===== src/rtl/oam_dma_ctrl.sv =====
`default_nettype none
// ============================================================================
// Module   : oam_dma_ctrl
// Brief    : Sprite OAM DMA sequencer. A CPU write to $4014 halts the CPU
//            through RDY. The block then takes the bus and copies one source
//            page into OAM. It does this with alternating reads of the page
//            and writes to the PPU OAMDATA register.
// Revision : 1.0 - initial release
// ============================================================================
module oam_dma_ctrl #(
  parameter logic [15:0] OAM_DATA_ADDR = 16'h2004,
  parameter logic [8:0]  NUM_BYTES     = 9'd256
) (
  input  logic        clk,
  input  logic        reset,
  input  logic        dma_wr,
  input  logic [7:0]  dma_page,
  input  logic        cpu_rw,
  input  logic [7:0]  bus_data_in,
  output logic        cpu_rdy,
  output logic        bus_master,
  output logic [15:0] bus_addr,
  output logic        bus_rd,
  output logic        bus_wr,
  output logic [7:0]  bus_data_out,
  output logic        dma_busy
);

  typedef enum logic [2:0] {
    ST_IDLE  = 3'd0,
    ST_HALT  = 3'd1,
    ST_ALIGN = 3'd2,
    ST_READ  = 3'd3,
    ST_WRITE = 3'd4
  } state_t;

  // The index is one bit wider than the address byte so that a full
  // 256-byte transfer can be compared against its last index.
  localparam logic [8:0] LAST_IDX = NUM_BYTES - 9'd1;

  state_t      state_q, state_d;
  logic [7:0]  page_q, page_d;
  logic [8:0]  idx_q, idx_d;
  logic [7:0]  data_lat_q, data_lat_d;
  logic        cyc_odd_q, cyc_odd_d;

  // State, transfer context and CPU cycle parity registers.
  always_ff @(posedge clk or posedge reset) begin
    if (reset) begin
      state_q    <= ST_IDLE;
      page_q     <= 8'h00;
      idx_q      <= 9'd0;
      data_lat_q <= 8'h00;
      cyc_odd_q  <= 1'b0;
    end else begin
      state_q    <= state_d;
      page_q     <= page_d;
      idx_q      <= idx_d;
      data_lat_q <= data_lat_d;
      cyc_odd_q  <= cyc_odd_d;
    end
  end

  // Next-state logic: halt, optional alignment, then read/write pairs.
  always_comb begin
    state_d    = state_q;
    page_d     = page_q;
    idx_d      = idx_q;
    data_lat_d = data_lat_q;
    cyc_odd_d  = ~cyc_odd_q;
    case (state_q)
      ST_IDLE: begin
        if (dma_wr) begin
          page_d  = dma_page;
          idx_d   = 9'd0;
          state_d = ST_HALT;
        end
      end
      ST_HALT: begin
        // A CPU write cycle ignores RDY, so wait for a read cycle.
        // The first read must land on a get (even) cycle. Halting on an
        // even cycle therefore costs one extra alignment cycle.
        if (cpu_rw) begin
          state_d = cyc_odd_q ? ST_READ : ST_ALIGN;
        end
      end
      ST_ALIGN: begin
        state_d = ST_READ;
      end
      ST_READ: begin
        data_lat_d = bus_data_in;
        state_d    = ST_WRITE;
      end
      ST_WRITE: begin
        idx_d   = idx_q + 9'd1;
        state_d = (idx_q == LAST_IDX) ? ST_IDLE : ST_READ;
      end
      default: begin
        state_d = ST_IDLE;
      end
    endcase
  end

  // Moore output decode; the bus is quiet and zeroed outside READ/WRITE.
  always_comb begin
    cpu_rdy      = 1'b1;
    bus_master   = 1'b0;
    bus_addr     = 16'h0000;
    bus_rd       = 1'b0;
    bus_wr       = 1'b0;
    bus_data_out = 8'h00;
    dma_busy     = 1'b1;
    case (state_q)
      ST_IDLE: begin
        dma_busy = 1'b0;
      end
      ST_HALT: begin
        cpu_rdy = 1'b0;
      end
      ST_ALIGN: begin
        cpu_rdy    = 1'b0;
        bus_master = 1'b1;
      end
      ST_READ: begin
        cpu_rdy    = 1'b0;
        bus_master = 1'b1;
        bus_rd     = 1'b1;
        bus_addr   = {page_q, idx_q[7:0]};
      end
      ST_WRITE: begin
        cpu_rdy      = 1'b0;
        bus_master   = 1'b1;
        bus_wr       = 1'b1;
        bus_addr     = OAM_DATA_ADDR;
        bus_data_out = data_lat_q;
      end
      default: begin
        dma_busy = 1'b0;
      end
    endcase
  end

endmodule
`default_nettype wire

===== config.mk =====
export PLATFORM = sky130hd
export DESIGN_NAME = oam_dma_ctrl
export DESIGN_NICKNAME = d
export VERILOG_FILES = /design/src/rtl/oam_dma_ctrl.sv
export SDC_FILE = /design/constraint.sdc
export NUM_CORES = 1
export LEC_CHECK = 0
export ABC_AREA = 1
export CAP_MARGIN = 25
export CELL_PAD_IN_SITES_DETAIL_PLACEMENT = 1
export CELL_PAD_IN_SITES_GLOBAL_PLACEMENT = 2
export CORE_MARGIN = 2
export CORE_UTILIZATION = 28
export DETAILED_ROUTE_END_ITERATION = 8
export PLACE_DENSITY_LB_ADDON = 0.1
export SLEW_MARGIN = 10
export SYNTH_ARGS = -nofsm -noshare
export SYNTH_HDL_FRONTEND = slang
export SYNTH_SLANG_ARGS = --single-unit

===== constraint.sdc =====
create_clock -name clk -period 3.5 [get_ports clk]
set_clock_uncertainty 0.1 [all_clocks]
set_input_delay 0.7 -clock clk [delete_from_list [all_inputs] [get_ports clk]]
set_output_delay 0.7 -clock clk [all_outputs]
set_load 0.05 [all_outputs]

==> results of run 1 <==
## flip-flops by register name (all words and copies together) (netlist names)
name and flops:
idx_q 9, data_lat_q 8, page_q 8, state_q 3
cyc_odd_q 1
## Yosys cell counts
master    number
dfrtp_1       29
o211ai_2       1
nand3_1        9
inv_2          1
inv_1         33
nand2_1       50
nor2_4         2
nor2_8         1
o21ai_2        7
o21ai_0        7
inv_4          3
nand2_2        2
buf_6          3
nor2_2         8
ha_1           2
nand3_4        2
nand3b_1       2
nor2_1        28
buf_2          1
a21oi_1        9
xnor2_1        1
## metal layers
| layer | track usage | vias up | part of all wire |
|---|---|---|---|
| li1 | - | 710 | - |
| met1 | 0.171 | 638 | 0.48 |
| met2 | 0.225 | 27 | 0.47 |
| met3 | 0.0362 | 5 | 0.038 |
| met4 | 0.0414 | 0 | 0.011 |
| met5 | 0 | - | 0 |
## final cells by class
type,count,area (um^2),area share
clock buffer,7,86.3,0.0389
inverter,37,146,0.0660
multi-input combinational,131,681,0.307
sequential,29,726,0.327
tap,72,90.1,0.0406
timing repair buffer,49,488,0.220
## layout by cell type, fill, tap and decap left out, drive strengths merged
master         Yosys  layout
o211ai             1       1
nand3             11      11
buf                4       1
o21ai             14      14
dfrtp             29      29
xnor2              1       1
inv               37      37
nor2              39      39
nand2             52      52
ha                 2       2
nand3b             2       2
clkbuf             0       7
clkdlybuf4s50      0      48
a21oi              9       9
## through the flow
stage | area, um^2 | setup slack, ns | hold WS, ns | std cells | total power (W)
final | 2220 | 0.390 | 0.318 | 325 | 0.000655
after global routing | 2220 | 0.231 | 0.346 | 325 | 0.000690
after CTS | 2220 | 0.362 | 0.325 | 325 | 0.000672
after detailed placement | 2130 | 0.669 | 0.315 | 318 | 0.000389
after global placement | 2130 | 0.692 | 0.311 | 318 | 0.000389
after floorplan | 1590 | 1.16 | 0.295 | 201 | 0.000362
## power by group through the flow
stage / logic [W] / registers [W] / clock network (W)
6_report: 0.0000405 / 0.000341 / 0.000273
5_1_grt: 0.0000459 / 0.000341 / 0.000302
3_3_place_gp: 0.0000418 / 0.000347 / 0
3_5_place_dp: 0.0000417 / 0.000347 / 0
4_1_cts: 0.0000421 / 0.000341 / 0.000289
2_1_floorplan: 0.0000151 / 0.000347 / 0
## worst max-delay path: cells and delay by family (launching register included)
| kind | cells | cell delay, ns |
|---|---|---|
| and+or+nand+nor | 4 | 0.46 |
| DFF | 1 | 0.45 |
| buffers and inverters | 4 | 1.13 |
## worst paths after layout
path	startpoint	end	slack (ns)	depth (start not counted)
min in group asynchronous	reset	idx_q[1]$_DFFE_PP0P_	0.71	3
hold / removal	cyc_odd_q$_DFF_PP0_	cyc_odd_q$_DFF_PP0_	0.32	1
hold reg to reg	cyc_odd_q$_DFF_PP0_	cyc_odd_q$_DFF_PP0_	0.32	1
max in group asynchronous	reset	idx_q[5]$_DFFE_PP0P_	2.31	3
setup reg to reg	idx_q[0]$_DFFE_PP0P_	state_q[0]$_DFFE_PP0P_	1.85	9
setup / recovery	state_q[0]$_DFFE_PP0P_	bus_master	0.39	8
## logic make-up after synthesis
family,Yosys count,share of synthesized area
compound gates,24,0.0967
xor+xnor,1,0.00550
fa+ha+maj,2,0.0157
buf+inv,41,0.116
flops,29,0.456
simple gates,104,0.310
==> flow_metrics.tcl, run 1 <==
set metrics [dict create \
    worst_skew_pair.late_latency_ns 0.27 \
    vias 1380 \
    io-pin-count 49 \
    die_h_um 79.4 \
    grt_overflow 0 \
    antenna_found_initial 0 \
    wl_um 3760 \
    antenna_cells 0 \
    port_buffers 48 \
    maxCapViolations 0 \
    start_kind "flip-flop" \
    cts_tree "built" \
    htree_levels 2 \
    first_global_vias 1457 \
    combPwrFrac 0.062 \
    power.density_nw_per_um2 295 \
    ctsLongestPathBuffers 2 \
    crit_path_cell_trace "inv_2 > nand2_2 > nor2_8 > inv_4 > nand2_2 > inv_1 > nand2_1 > clkdlybuf4s50_1" \
    firstDrtPassIters 4 \
    initial_core_util 0.289 \
    final_util 0.403 \
    yosysSeqAreaShare 0.456 \
    timing.fmax_ghz 0.322 \
    netlist_area_um2 1590 \
    finalCritPeriodShare 0.888 \
    leakage_nw 1.11 \
    synth_top_cell_by_area "dfrtp_1" \
    cts_root_buf "clkbuf_8" \
    required_ns 2.70 \
    routedWlPerCell_um 11.6 \
    die_w_um 79.4 \
    drt_iter0_drc 25 \
    nets 275 \
    dp_hpwl_um 2790 \
    yosys_register_bits 29 \
    cp.arrival_ns 2.31 \
    yosys-top-cells-area "dfrtp_1 (46%), nand2_1 (12%), inv_1 (7.8%)" \
    rsz0062_at_grt "false" \
    core_um2 5510 \
    netSwitchingPower_w 0.000136 \
    dieArea_um2 6300 \
    grt_pass1_wl_um 6660 \
    netlist_instances 201 \
    grt_max_degree 30 \
    crit_path_top_delay_cell "clkdlybuf4s50_1" \
    peakVddDrop_mv 0.131 \
    hp-class "flip-flop to flip-flop" \
    finalHoldViolations 0 \
    post-cts-setup-buffer-count 0 \
    cpPeakStageDelay_ns 0.79 \
    grt_util_all_layers 0.135 \
    cts_buffers 5 \
    crit_path_end_kind "output port" \
    syn_avg_cell_area_um2 7.92 \
    numClockSinks 29 \
    synthesis.nets 223 \
    yosysUniqueCellTypes 21 \
    rows 27 \
    place_congestion 0.740 \
    vias_per_cell 4.25 \
    fill_cells 674 \
    p_int_w 0.000519 \
    drive_gt1_frac 0.134 \
    clkPwrFrac 0.417 \
    post_cts_resize_count 0 \
    postRouteAntennaNets 0 \
    period_needed_ns 3.11 \
    yosysWarnings 0 \
    finalSetupViolCount 0 \
    slew_viol_final 0 \
    worst_pin_slew_ns 0.511 \
    cts_hold_buf 0 \
    finalSetupTns_ns 0 \
    path_clk_slew_ns 0.06 \
    cp_common_cell "nand2_2" \
    p_seq_frac 0.521 \
    critical_path_class "flip-flop to output port" \
    path_max_fanout 14 \
    synth_top_area_frac 0.456 \
    swShare 0.208 \
    drc 0 \
    outcome "complete, no violations" \
    syn2layout_area_growth_pct 39.3 \
    maxSlewHeadroom 0.658 \
]
Power figures use the tool's default switching activity.
==> run 2: changes to the inputs <==
Settings changed: ABC_AREA 1 to default, CORE_UTILIZATION 28 to 29, HOLD_SLACK_MARGIN from default to 0.12.
==> flow_metrics.tcl, run 2 <==
set metrics [dict create \
    outcome "complete, no violations" \
    cts_buffers 5 \
    syn2layout_area_growth_pct 44.4 \
    ys.flop_type "dfrtp_1" \
    vias_per_cell 4.73 \
    r2r_start "state_q[1]$_DFFE_PP0P_" \
    post_cts_resize_count 0 \
    worstRegToRegCells 4 \
    required_ns 2.70 \
    maxCapViolations 0 \
    grt_util_all_layers 0.149 \
    maxSlewHeadroom 0.652 \
    layout_commonest_cell "clkdlybuf4s50_1" \
    finalSetupTns_ns 0 \
    die_h_um 74.9 \
    place_congestion 0.795 \
    finalCritPeriodShare 0.883 \
    cts_tree "built" \
    synth_top_cell_by_area "dfrtp_1" \
    slew_viol_final 0 \
    synth_common_cells "dfrtp_1 (29), nand2_1 (28), and3_1 (14)" \
    finalSetupViolCount 0 \
    synth-edff-count 0 \
    synthArstFlopShare 1.00 \
    rsz0062_at_grt "false" \
    path_clk_slew_ns 0.06 \
    start_kind "flip-flop" \
    leakage_nw 0.989 \
    path_max_fanout 13 \
    crit_end "bus_addr[0]" \
    io-pin-count 49 \
    first_global_vias 1316 \
    period_needed_ns 3.09 \
    routedWlPerCell_um 14.1 \
    crit_path_start "state_q[0]$_DFFE_PP0P_" \
    crit_path_end_kind "output port" \
    p_total_w 0.000680 \
    multiInputGateArea_um2 668 \
    post-cts-setup-buffer-count 0 \
    drc 0 \
    ctsLongestPathBuffers 2 \
    syn_avg_cell_area_um2 9.92 \
    netlist_instances 147 \
    rrSetupSlack_ns 1.49 \
    largest_reg_flops 9 \
    cp.arrival_ns 2.29 \
    grt_overflow 0 \
    htree_levels 2 \
    cts_root_buf "clkbuf_8" \
    yosysWarnings 0 \
    postRouteAntennaNets 0 \
    antenna_found_initial 0 \
    yosys-top-cells-area "dfrtp_1 (50%), nand2_1 (7.2%), mux2_2 (6.9%)" \
    numClockSinks 29 \
    drive_gt1_frac 0.169 \
    nets 222 \
    power.density_nw_per_um2 323 \
    holdWs_ns 0.327 \
    antenna_cells 0 \
    regMostFlops "idx_q" \
    yosys_register_bits 29 \
    die_w_um 74.9 \
    cts_hold_buf 0 \
    drt_iter0_drc 31 \
    grt_max_degree 30 \
    timing.fmax_ghz 0.324 \
    reg_top3 "idx_q x9, data_lat_q x8, page_q x8" \
    rows 25 \
    worst_pin_slew_ns 0.520 \
    worst_skew_pair.late_latency_ns 0.27 \
    seq_area_um2 726 \
    grt_pass1_wl_um 6270 \
    yosysMostFrequentCell "dfrtp_1" \
    firstDrtPassIters 4 \
    finalHoldViolations 0 \
    core_um2 4790 \
    synthesis.nets 169 \
    crit-reg2reg-capture "idx_q[5]$_DFFE_PP0P_" \
    dp_hpwl_um 2720 \
    final_cell_mix "clkdlybuf4s50_1 (37), dfrtp_1 (29), nand2_1 (28)" \
    yosysSeqAreaShare 0.497 \
    peakVddDrop_mv 0.183 \
    initial_core_util 0.305 \
    fill_cells 550 \
    netlist_area_um2 1460 \
    vias 1268 \
    yosysUniqueCellTypes 32 \
    hp-class "flip-flop to flip-flop" \
    critical_path_class "flip-flop to output port" \
    synth_top_area_frac 0.497 \
    port_buffers 48 \
    dieArea_um2 5610 \
    wl_um 3780 \
]
## run 2: cell count changes after synthesis, sizes merged, moves of 3 or more
cell,delta
nand2,-24
mux2,+9
and3,+14
and2,+10
nand3,-5
nor2,-36
a21oi,-7
clkbuf,+3
inv,-30
o21ai,-9
a22o,+3
## run 2: worst max-delay path, cell delays in order (launching register included)
cell,delay [ns]
dfrtp_1,0.45
nor2b_1,0.33
buf_4,0.25
and3_1,0.19
clkdlybuf4s50_1,0.80
## run 2: layout make-up
cell class	instances	area share
multi-input cells	103	0.317
flip-flops and latches	29	0.344
inverters	7	0.0125
repair buffers	54	0.248
well taps	67	0.0398
clock buffers	8	0.0380
## run 2: worst min-delay path by stage
stage | start | to | slack (ns) | cells after the start
after floorplan | cyc_odd_q$_DFF_PP0_ | cyc_odd_q$_DFF_PP0_ | 0.29 | 1
after global placement | cyc_odd_q$_DFF_PP0_ | cyc_odd_q$_DFF_PP0_ | 0.30 | 1
final | cyc_odd_q$_DFF_PP0_ | cyc_odd_q$_DFF_PP0_ | 0.33 | 1
after detailed placement | cyc_odd_q$_DFF_PP0_ | cyc_odd_q$_DFF_PP0_ | 0.32 | 1
after global routing | cyc_odd_q$_DFF_PP0_ | cyc_odd_q$_DFF_PP0_ | 0.36 | 1
after CTS | cyc_odd_q$_DFF_PP0_ | cyc_odd_q$_DFF_PP0_ | 0.33 | 1
## run 2: where the power goes
group | switching (W) | leakage (nW) | internal (W)
Sequential | 0.00000444 | 0.323 | 0.000345
Combinational | 0.0000342 | 0.627 | 0.0000362
Clock | 0.000120 | 0.0395 | 0.000141
## run 2: cell families (layout without fill, tap and decap cells)
kind of cell	Yosys count	after routing	synth area share
adder cells (fa/ha/maj)	2	2	0.0171
multiplexers	11	11	0.0832
buffers and inverters	15	69	0.0446
XOR/XNOR	3	3	0.0180
AO/OA/AOI/OAI	16	16	0.0763
flip-flops	29	29	0.497
AND/OR/NAND/NOR	71	71	0.263
## run 2: layer usage
layer / GRT usage / wire length, um
met1: 0.187 / 1730
met2: 0.245 / 1790
met3: 0.0469 / 220
met4: 0.0476 / 35
met5: 0 / 0
## run 2: per-stage QoR
stage	util	instances	setup slack, ns	cell area [um^2]
2_1_floorplan	-	147	0.832	1460
3_3_place_gp	0.424	260	0.749	2030
3_5_place_dp	0.424	260	0.687	2030
4_1_cts	0.440	268	0.384	2110
5_1_grt	0.440	268	0.215	2110
6_report	0.440	268	0.411	2110
==> RTL change: new RTL, settings of run 2 <==
Re-encode `state_t` (5 states) as one-hot, 5 bits wide.
--- a/src/rtl/oam_dma_ctrl.sv
+++ b/src/rtl/oam_dma_ctrl.sv
@@ -26,12 +26,12 @@
   output logic        dma_busy
 );
 
-  typedef enum logic [2:0] {
-    ST_IDLE  = 3'd0,
-    ST_HALT  = 3'd1,
-    ST_ALIGN = 3'd2,
-    ST_READ  = 3'd3,
-    ST_WRITE = 3'd4
+  typedef enum logic [4:0] {
+    ST_IDLE  = 5'b00001,
+    ST_HALT  = 5'b00010,
+    ST_ALIGN = 5'b00100,
+    ST_READ  = 5'b01000,
+    ST_WRITE = 5'b10000
   } state_t;
 
   // The index is one bit wider than the address byte so that a full
Behaviour: same outputs for any inputs over 10 cycles, from zero or initial values and one cycle with reset high; not proved beyond that.
==> RTL change against run 2 <==
  * First-iteration DRC count increased by 94%
  * Global-route usage decreased by 0.68 points
  * Sequential share of layout area decreased by 1.1 points
  * Synthesized area increased by 9.4%
  * Cell area increased by 11%
  * Setup slack got worse by 0.12 ns
  * Routed wire length increased by 3.9%
  * Sequential cell count increased by 2
  * Utilization decreased by 0.95 points
  * Die area increased by 8.9%
  * Synthesized cell count decreased by 2.0%
Power is not compared: it rests on default switching activity, and its combinational part moved more than twofold at a synthesized area within 25%.
==> RTL change: results <==
[clocking]
clockBufferDepth = 2
clk_latency_ns = 0.27
cts_buffers = 5
cts.clk_slew.worst_paths_ns = 0.06
cts-root-buf = clkbuf_8
postCtsSetupRepairBufs = 0
cts-resized-gates = 0

[pwr]
p_leak_nw = 1.09
peakVddDrop_mv = 0.243
internal-power_uw = 815

[worst_setup_path]
cp_max_fo = 16
rrSetupSlack_ns = 1.29
r2r_cells = 5
crit_path_end = bus_data_out[7]
max_stage_delay_ns = 0.57
startpoint = state_q[1]
critical-path-slowest-cell = or4b_4
worstPathArrival_ns = 2.40
rr_endpoint = idx_q[3]

[sta]
whs_ns = 0.356
relSlewSlack = 0.669
timing.fmax_mhz = 312
hold_violations = 0

[place]
dp_slack_ns = 0.591
placedCellCount = 259
gp_congestion = 0.711
dp_hpwl_um = 2890
post_dp_cell_area_um2 = 2230

[detailed_routing]
drt_iter0_markers = 60
vias = 1289
drtPass1Iterations = 4
drt_wl_total_um = 3930

[logic_synthesis]
async_flop_share = 1.00
synth_seq_area_share = 0.487
synth_cell_types = 41
yosys_warnings = 0
synthTopCellsByCount = dfrtp_1 (30), and2_1 (24), mux2_2 (16), nand2_1 (6), nor2_1 (5)
yosys-top-cells-area = dfrtp_1 (47%), mux2_2 (11%), and2_1 (9.4%)
syn-num-nets = 166
synth_cells = 144

[final_layout]
drive_gt1_frac = 0.308
antennaDiodeCount = 0
nets = 216
fin_cells = 267
reg_top3 = idx_q (9), data_lat_q (8), page_q (8)
fill_cells = 609

[global_route]
antenna_found_initial = 0
grt_max_degree = 32
grt_pass1_wl_um = 6800
grt_usage = 0.142
first_global_vias = 1394

[min_path]
hold_path_depth = 1
min-delay-start = cyc_odd_q
hold_class = reg2reg

[outcome]
status = finished, final reports clean
[RTL change: cell count changes after synthesis, sizes merged, moves of 3 or more]
cell,change
and3,-12
nand2,-22
xnor2,-3
inv,-3
xor2,+4
mux2,+7
and2,+15
nor3,+5
[RTL change: cells by family (layout without fill, tap and decap cells)]
family / count (synthesis) / in the layout / share of synthesized area
AO/OA/AOI/OAI: 18 / 18 / 0.0854
XOR/XNOR: 4 / 4 / 0.0219
adder cells (fa/ha/maj): 2 / 2 / 0.0157
buffers and inverters: 12 / 63 / 0.0462
flip-flops: 31 / 31 / 0.487
multiplexers: 16 / 16 / 0.113
AND/OR/NAND/NOR: 61 / 61 / 0.231
[RTL change: layout make-up]
type                       count  area, µm²  share of cell area
multi-input combinational    101        746               0.320
clock buffer                   8        100              0.0430
timing repair buffer          51        601               0.258
sequential                    31        777               0.334
tap                           72       90.1              0.0387
inverter                       4       15.0             0.00645
[RTL change: worst max-delay path, delay by kind of cell (launching register included)]
kind | cells | cell delay [ns]
simple gates | 3 | 1.08
buf+inv | 2 | 0.56
flops | 1 | 0.49
[RTL change: routing by layer]
metal | vias up | global-route usage | wire length, µm
met2 | 38 | 0.238 | 1990
met5 | - | 0 | 0
met3 | 7 | 0.0529 | 238
li1 | 599 | - | -
met4 | 0 | 0.0368 | 37
met1 | 645 | 0.173 | 1670
[RTL change: power groups by stage]
| stage | Sequential (mW) | Clock (mW) | Combinational, mW |
|---|---|---|---|
| after detailed placement | 0.552 | 0 | 0.314 |
| final | 0.546 | 0.309 | 0.308 |
| after floorplan | 0.507 | 0 | 0.280 |
| after global placement | 0.545 | 0 | 0.305 |
| after global routing | 0.562 | 0.337 | 0.337 |
| after CTS | 0.547 | 0.318 | 0.315 |
